==> src/rtl/stage_sequencer_pkg.sv <==
// Shared types and constants for the multicycle stage sequencer family.
package stage_pkg;

   // Sequencer operating mode
   typedef enum logic [1:0] {
      IDLE,
      RUN,
      FAULT
   } seq_state_t;

   // Fixed stage roles; later stages are implementation-dependent
   localparam int unsigned STG_FETCH   = 1;
   localparam int unsigned STG_DECODE  = 2;
   localparam int unsigned STG_EXECUTE = 3;

   // Bit positions inside the enable vector
   localparam int unsigned EN_IR    = 0;
   localparam int unsigned EN_PC    = 1;
   localparam int unsigned EN_RA    = 2;
   localparam int unsigned EN_RB    = 3;
   localparam int unsigned EN_RZ    = 4;
   localparam int unsigned EN_RM    = 5;
   localparam int unsigned EN_RY    = 6;
   localparam int unsigned EN_ROM1  = 7;
   localparam int unsigned EN_COUNT = 8;

   typedef logic [EN_COUNT-1:0] en_vec_t;

endpackage

==> src/rtl/stage_sequencer_enable_decode.sv <==
// Combinational map from the current stage to datapath register enables.
// An enable raised in stage k captures on the clock edge that leaves k.
module stage_enable_decode
   import stage_pkg::*;
#(
   parameter int unsigned NUM_STAGES = 5,
   parameter int unsigned STAGE_W    = 3
) (
   input  logic [STAGE_W-1:0] stage,
   input  logic               advance,
   input  logic               flush,
   output en_vec_t            enables
);

   localparam logic [STAGE_W-1:0] S_FETCH   = STAGE_W'(STG_FETCH);
   localparam logic [STAGE_W-1:0] S_DECODE  = STAGE_W'(STG_DECODE);
   localparam logic [STAGE_W-1:0] S_EXECUTE = STAGE_W'(STG_EXECUTE);
   localparam logic [STAGE_W-1:0] S_LAST    = STAGE_W'(NUM_STAGES);

   // Enables only fire on a real advance that is not being flushed
   always_comb begin
      enables = '0;
      if (advance && !flush) begin
         if (stage == S_FETCH) begin
            enables[EN_PC] = 1'b1;
            enables[EN_RA] = 1'b1;
            enables[EN_RB] = 1'b1;
         end
         if (stage == S_DECODE) begin
            enables[EN_RZ] = 1'b1;
            enables[EN_RM] = 1'b1;
         end
         if (stage == S_EXECUTE) begin
            enables[EN_RY] = 1'b1;
         end
         if (stage == S_LAST) begin
            enables[EN_IR]   = 1'b1;
            enables[EN_ROM1] = 1'b1;
         end
      end
   end

endmodule

==> src/rtl/stage_sequencer.sv <==
// Stage sequencer: owns the stage counter, run/idle control, stall,
// variable-latency memory stage with timeout, flush and retirement count.
module stage_sequencer
   import stage_pkg::*;
#(
   parameter int unsigned NUM_STAGES  = 5,
   parameter int unsigned STAGE_W     = 3,
   parameter int unsigned MEM_STAGE   = 4,
   parameter int unsigned MEM_TIMEOUT = 15,
   parameter int unsigned CNT_W       = 16
) (
   input  logic               Clock,
   input  logic               Reset,
   input  logic               Run,
   input  logic               Stall,
   input  logic               Flush,
   input  logic               Mem_Access,
   input  logic               Mem_Ready,
   output logic [STAGE_W-1:0] Stage,
   output logic               IR_Enable,
   output logic               PC_Enable,
   output logic               RA_Enable,
   output logic               RB_Enable,
   output logic               RZ_Enable,
   output logic               RM_Enable,
   output logic               RY_Enable,
   output logic               ROM1_Read,
   output logic               Mem_Req,
   output logic               Mem_Wait,
   output logic               Instr_Done,
   output logic [CNT_W-1:0]   Instr_Count,
   output logic               Fault
);

   localparam int unsigned        WAIT_W     = $clog2(MEM_TIMEOUT + 1);
   localparam logic [STAGE_W-1:0] S_FIRST    = STAGE_W'(STG_FETCH);
   localparam logic [STAGE_W-1:0] S_LAST     = STAGE_W'(NUM_STAGES);
   localparam logic [STAGE_W-1:0] S_MEM      = STAGE_W'(MEM_STAGE);
   localparam logic [WAIT_W-1:0]  WAIT_LIMIT = WAIT_W'(MEM_TIMEOUT);

   seq_state_t         state, state_next;
   logic [STAGE_W-1:0] stage_next;
   logic               valid, valid_next;
   logic [WAIT_W-1:0]  wait_cnt, wait_next;
   logic [CNT_W-1:0]   count_next;
   logic               fault_next;
   logic               running;
   logic               advance;
   logic               flush_hit;
   logic               timeout;
   en_vec_t            enables;

   // State register; synchronous reset wins over everything
   always_ff @(posedge Clock) begin
      if (Reset) begin
         state       <= IDLE;
         Stage       <= S_LAST;
         valid       <= 1'b0;
         wait_cnt    <= '0;
         Instr_Count <= '0;
         Fault       <= 1'b0;
      end else begin
         state       <= state_next;
         Stage       <= stage_next;
         valid       <= valid_next;
         wait_cnt    <= wait_next;
         Instr_Count <= count_next;
         Fault       <= fault_next;
      end
   end

   // Control decode and next-state; priority fault > flush > wait > stall > advance
   always_comb begin
      running    = (state == RUN) && !Reset;
      Mem_Req    = running && (Stage == S_MEM) && Mem_Access;
      Mem_Wait   = Mem_Req && !Mem_Ready;
      advance    = running && !Stall && !Mem_Wait;
      flush_hit  = running && Flush && (Stage != S_FIRST) && (Stage != S_LAST);
      timeout    = Mem_Wait && (wait_cnt == WAIT_LIMIT);
      Instr_Done = advance && (Stage == S_LAST) && valid;

      state_next = state;
      stage_next = Stage;
      valid_next = valid;
      wait_next  = wait_cnt;
      count_next = Instr_Count;
      fault_next = Fault;

      unique case (state)
         IDLE: begin
            if (Run) state_next = RUN;
         end
         RUN: begin
            if (timeout) begin
               state_next = FAULT;
               fault_next = 1'b1;
            end else if (flush_hit) begin
               stage_next = S_LAST;
               valid_next = 1'b0;
               wait_next  = '0;
            end else if (Mem_Wait) begin
               wait_next = wait_cnt + 1'b1;
            end else if (advance) begin
               wait_next = '0;
               if (Stage == S_LAST) begin
                  // Instruction boundary: refetch only while Run is held
                  valid_next = 1'b0;
                  if (Run) stage_next = S_FIRST;
                  else     state_next = IDLE;
               end else begin
                  stage_next = Stage + 1'b1;
                  if (Stage == S_FIRST) valid_next = 1'b1;
               end
               if (Instr_Done) count_next = Instr_Count + 1'b1;
            end
         end
         FAULT: begin
            state_next = FAULT;
         end
         default: state_next = IDLE;
      endcase
   end

   stage_enable_decode #(
      .NUM_STAGES (NUM_STAGES),
      .STAGE_W    (STAGE_W)
   ) u_enable_decode (
      .stage   (Stage),
      .advance (advance),
      .flush   (flush_hit),
      .enables (enables)
   );

   assign IR_Enable = enables[EN_IR];
   assign PC_Enable = enables[EN_PC];
   assign RA_Enable = enables[EN_RA];
   assign RB_Enable = enables[EN_RB];
   assign RZ_Enable = enables[EN_RZ];
   assign RM_Enable = enables[EN_RM];
   assign RY_Enable = enables[EN_RY];
   assign ROM1_Read = enables[EN_ROM1];

endmodule

==> config.mk <==
export PLATFORM = sky130hd
export DESIGN_NAME = stage_sequencer
export DESIGN_NICKNAME = d
export VERILOG_FILES = /design/src/rtl/stage_sequencer_pkg.sv /design/src/rtl/stage_sequencer_enable_decode.sv /design/src/rtl/stage_sequencer.sv
export SDC_FILE = /design/constraint.sdc
export NUM_CORES = 1
export LEC_CHECK = 0
export ABC_AREA = 1
export CORE_MARGIN = 4
export CORE_UTILIZATION = 55
export CTS_CLUSTER_SIZE = 25
export DETAILED_ROUTE_END_ITERATION = 6
export DONT_BUFFER_PORTS = 1
export PLACE_DENSITY = 0.72
export RECOVER_POWER = 25
export SLEW_MARGIN = 15
export SYNTH_ARGS = -nofsm -noshare
export SYNTH_HDL_FRONTEND = slang
export SYNTH_SLANG_ARGS = --single-unit
export TNS_END_PERCENT = 20
==> constraint.sdc <==
create_clock -name Clock -period 1.75 [get_ports Clock]
set_input_delay 0.2625 -clock Clock [delete_from_list [all_inputs] [get_ports Clock]]
set_output_delay 0.2625 -clock Clock [all_outputs]
set_load 0.05 [all_outputs]
==> metrics <==
CTS tree=built; register area share after synthesis=a little under a third; CTS clk-pin slew, worst paths=0.15 ns; shortest period the worst path allows=roughly 1.8 ns; crit path kind=reg2out; post-placement cell count=slightly above 300; IO Port Bufs=0; GRT Total Usage=21.2%; largest net degree at the start of global routing=19; vias in the first global route=about 1600; MaxCap Viol Count=0; Tot Pwr=between 1 and 1.5 mW; Non-Filler Instances=331; Post-Route WL=between 4 and 5 mm; Core Region=3030 sq um; WL/cell=13.3 microns; Clock Latency Late Sink=around 0.33 ns; Slew @ Worst Pin=approximately 0.68 ns; fin. max-slew vios=0; Peak VDD IR=roughly 0.00044 V; Worst Path Max Fanout=5; Syn Nets=~260; Tightest Hold Check Type=in2reg; Worst R2R Start=state[1]; Critical Path Source=state[1]; initial antenna violation count=0; most common cell in the synthesized netlist=nand2_1; DRC viols=0; area leader, netlist=dfxtp_1; placer's final routability congestion estimate=around 0.88; CTS Root Cell=clkbuf_4; RSZ-0062 raised after global routing=yes; Final Hold Fails=0; Worst Path Arrival=around 1.5 ns; Buf/Inv on CP=2; Die ar.=~4000 sq um; Starting Density=56.7%; Leak Pwr=around 0.94 nW; clock sinks=27; PD cells=about 470 nW/um^2; via count=1740; share of post-route cells with drive strength above 1=approximately 30%; Top delay family on crit path=simple AND/OR/NAND/NOR gates; Routed Antenna Nets=0; Crit path required time=~1.5 ns; initial drt markers=between 150 and 200; Filler cells=236; num rows=20; first-pass GRT wire length=approximately 7.1 mm; setup ws final=-0.0455 ns; largest cells by area after synthesis=dfxtp_1 31%, nand2_1 14%, a21oi_1 6.4%, inv_1 5.9%, nand3_1 5.2%; Top FF cell, synth=dfxtp_1; TritonCTS Buffers=3; I/O pin count=38; status=finished, violations left; Max clock buf depth=2; max-slew headroom at the worst pin=~54%; Hold WS=0.133 ns; CP cell instances=inv_4 -> nand2_4 -> nor2_4 -> nand3_4 -> nand3_4 -> nor2_4 -> buf_12; Post-synth EDFFs=0; Finish-stage setup viols=9; Die W=about 64 microns; DR pass1 iterations=4; Fin Setup TNS=-0.272 ns; CP max stage delay=approximately 0.36 ns; Final nets=slightly below 300; Seq. cell area=554 sq um; Die H=around 64 microns; Crit-path slowest cell=dfxtp_2; Async SR Flop Fraction=0%; Worst setup EP type=primary output; total grt overflow=0; multi-input logic area=1080 sq um; Synth Cell Area=~1700 sq um; crit start category=flip-flop; H-tree Lvls=1; area grow syn2layout=32.3%; #FFs+latches synth=27; Syn. warnings=0; Fmax achieved=0.557 GHz; period utilization=103%; number of antenna diodes=0; area share of the largest cell type after synthesis=31.5%; vias per cell=approximately 5.3; average size of a mapped cell=between 6 and 7 sq um; skew final=around 0.0042 ns; library cells used by synthesis=29; Post-synth top cells=62 x nand2_1, 27 x dfxtp_1, 27 x inv_1; synthesized netlist cell count=about 250; failing checks=negative setup slack; post-detail-place hpwl=between 2 and 3 mm; hold wc startpoint=Run
-- flip-flops by register name, summed over array words and instances (netlist names) --
register     flops
state            2
Fault            1
wait_cnt         4
valid            1
Instr_Count     16
Stage            3
-- worst paths after layout --
| kind | end | slack (ns) | depth (start not counted) |
|---|---|---|---|
| max | PC_Enable | -0.05 | 7 |
| max reg2reg | Instr_Count[0] | 0.09 | 9 |
| min reg2reg | wait_cnt[3] | 0.50 | 2 |
| min | state[0] | 0.13 | 2 |
-- cell type report --
cell class	instances	area share (%)
Sequential cell	27	24.4
Tap cell	44	2.42
Clock buffer	3	0.991
Inverter	29	5.23
Multi-Input combinational cell	182	47.7
Clock inverter	1	0.220
Timing Repair Buffer	45	19.1
-- logic make-up after synthesis --
group                      Yosys count  share of synthesized area (%)
AOI/OAI and AO/OA                   29                           8.67
xor gates and xnor gates             8                           4.08
adders and majority gates            3                           2.19
buffers and inverters               39                           10.8
DFF                                 27                           31.5
and+or+nand+nor                    142                           42.8
-- where the power goes --
part / leakage (nW) / internal, mW / switching (mW)
registers: 0.219 / 0.621 / 0.0114
clock network: 0.0177 / 0.0858 / 0.188
logic: 0.706 / 0.0629 / 0.102
total: 0.943 / 0.769 / 0.301
-- placed cells by master, fill, tap and decap left out, drive strengths merged, types with 2 or more instances in the layout --
| cell type | synthesis | final |
|---|---|---|
| buf | 8 | 43 |
| a21oi | 22 | 22 |
| clkbuf | 2 | 4 |
| nand3 | 23 | 23 |
| or2 | 3 | 3 |
| nor3 | 7 | 7 |
| dfxtp | 27 | 27 |
| xnor2 | 2 | 2 |
| o21ai | 5 | 5 |
| nand3b | 2 | 2 |
| ha | 3 | 3 |
| nand2 | 66 | 66 |
| inv | 29 | 29 |
| nor2 | 29 | 29 |
| xor2 | 6 | 6 |
| nand4 | 11 | 11 |
-- routing by layer --
metal,track usage [%],wire [microns]
met2,31.9,2080
met3,5.45,333
met1,29.5,1950
met5,0,0
met4,6.47,38
-- repair_timing --
item / in CTS / in global routing
pin swaps: 8 / 9
hold buffers: 1 / 0
hold endpoints to repair: 17 / 0
endpoints found under the setup margin: 10 / 16
buffers inserted: 10 / 6
gates resized for setup: 11 / 8
-- worst reg2reg max path: cells and delay by family, from the launching register on --
kind	cells	cell delay, ns
xor gates and xnor gates	1	0.19
buffers and inverters	3	0.38
DFF	1	0.36
and+or+nand+nor	5	0.60
-- per-stage QoR --
stage | util [%] | area [sq um] | worst slack [ns]
after floorplan | - | 1800 | -0.148
after global placement | 67.5 | 2040 | 0.196
after detailed placement | 67.5 | 2040 | 0.198
after CTS | 72.4 | 2190 | -0.0617
after global routing | 75.1 | 2270 | -0.114
final | 75.1 | 2270 | -0.0455
No activity file was read; power rests on OpenSTA's default activity.
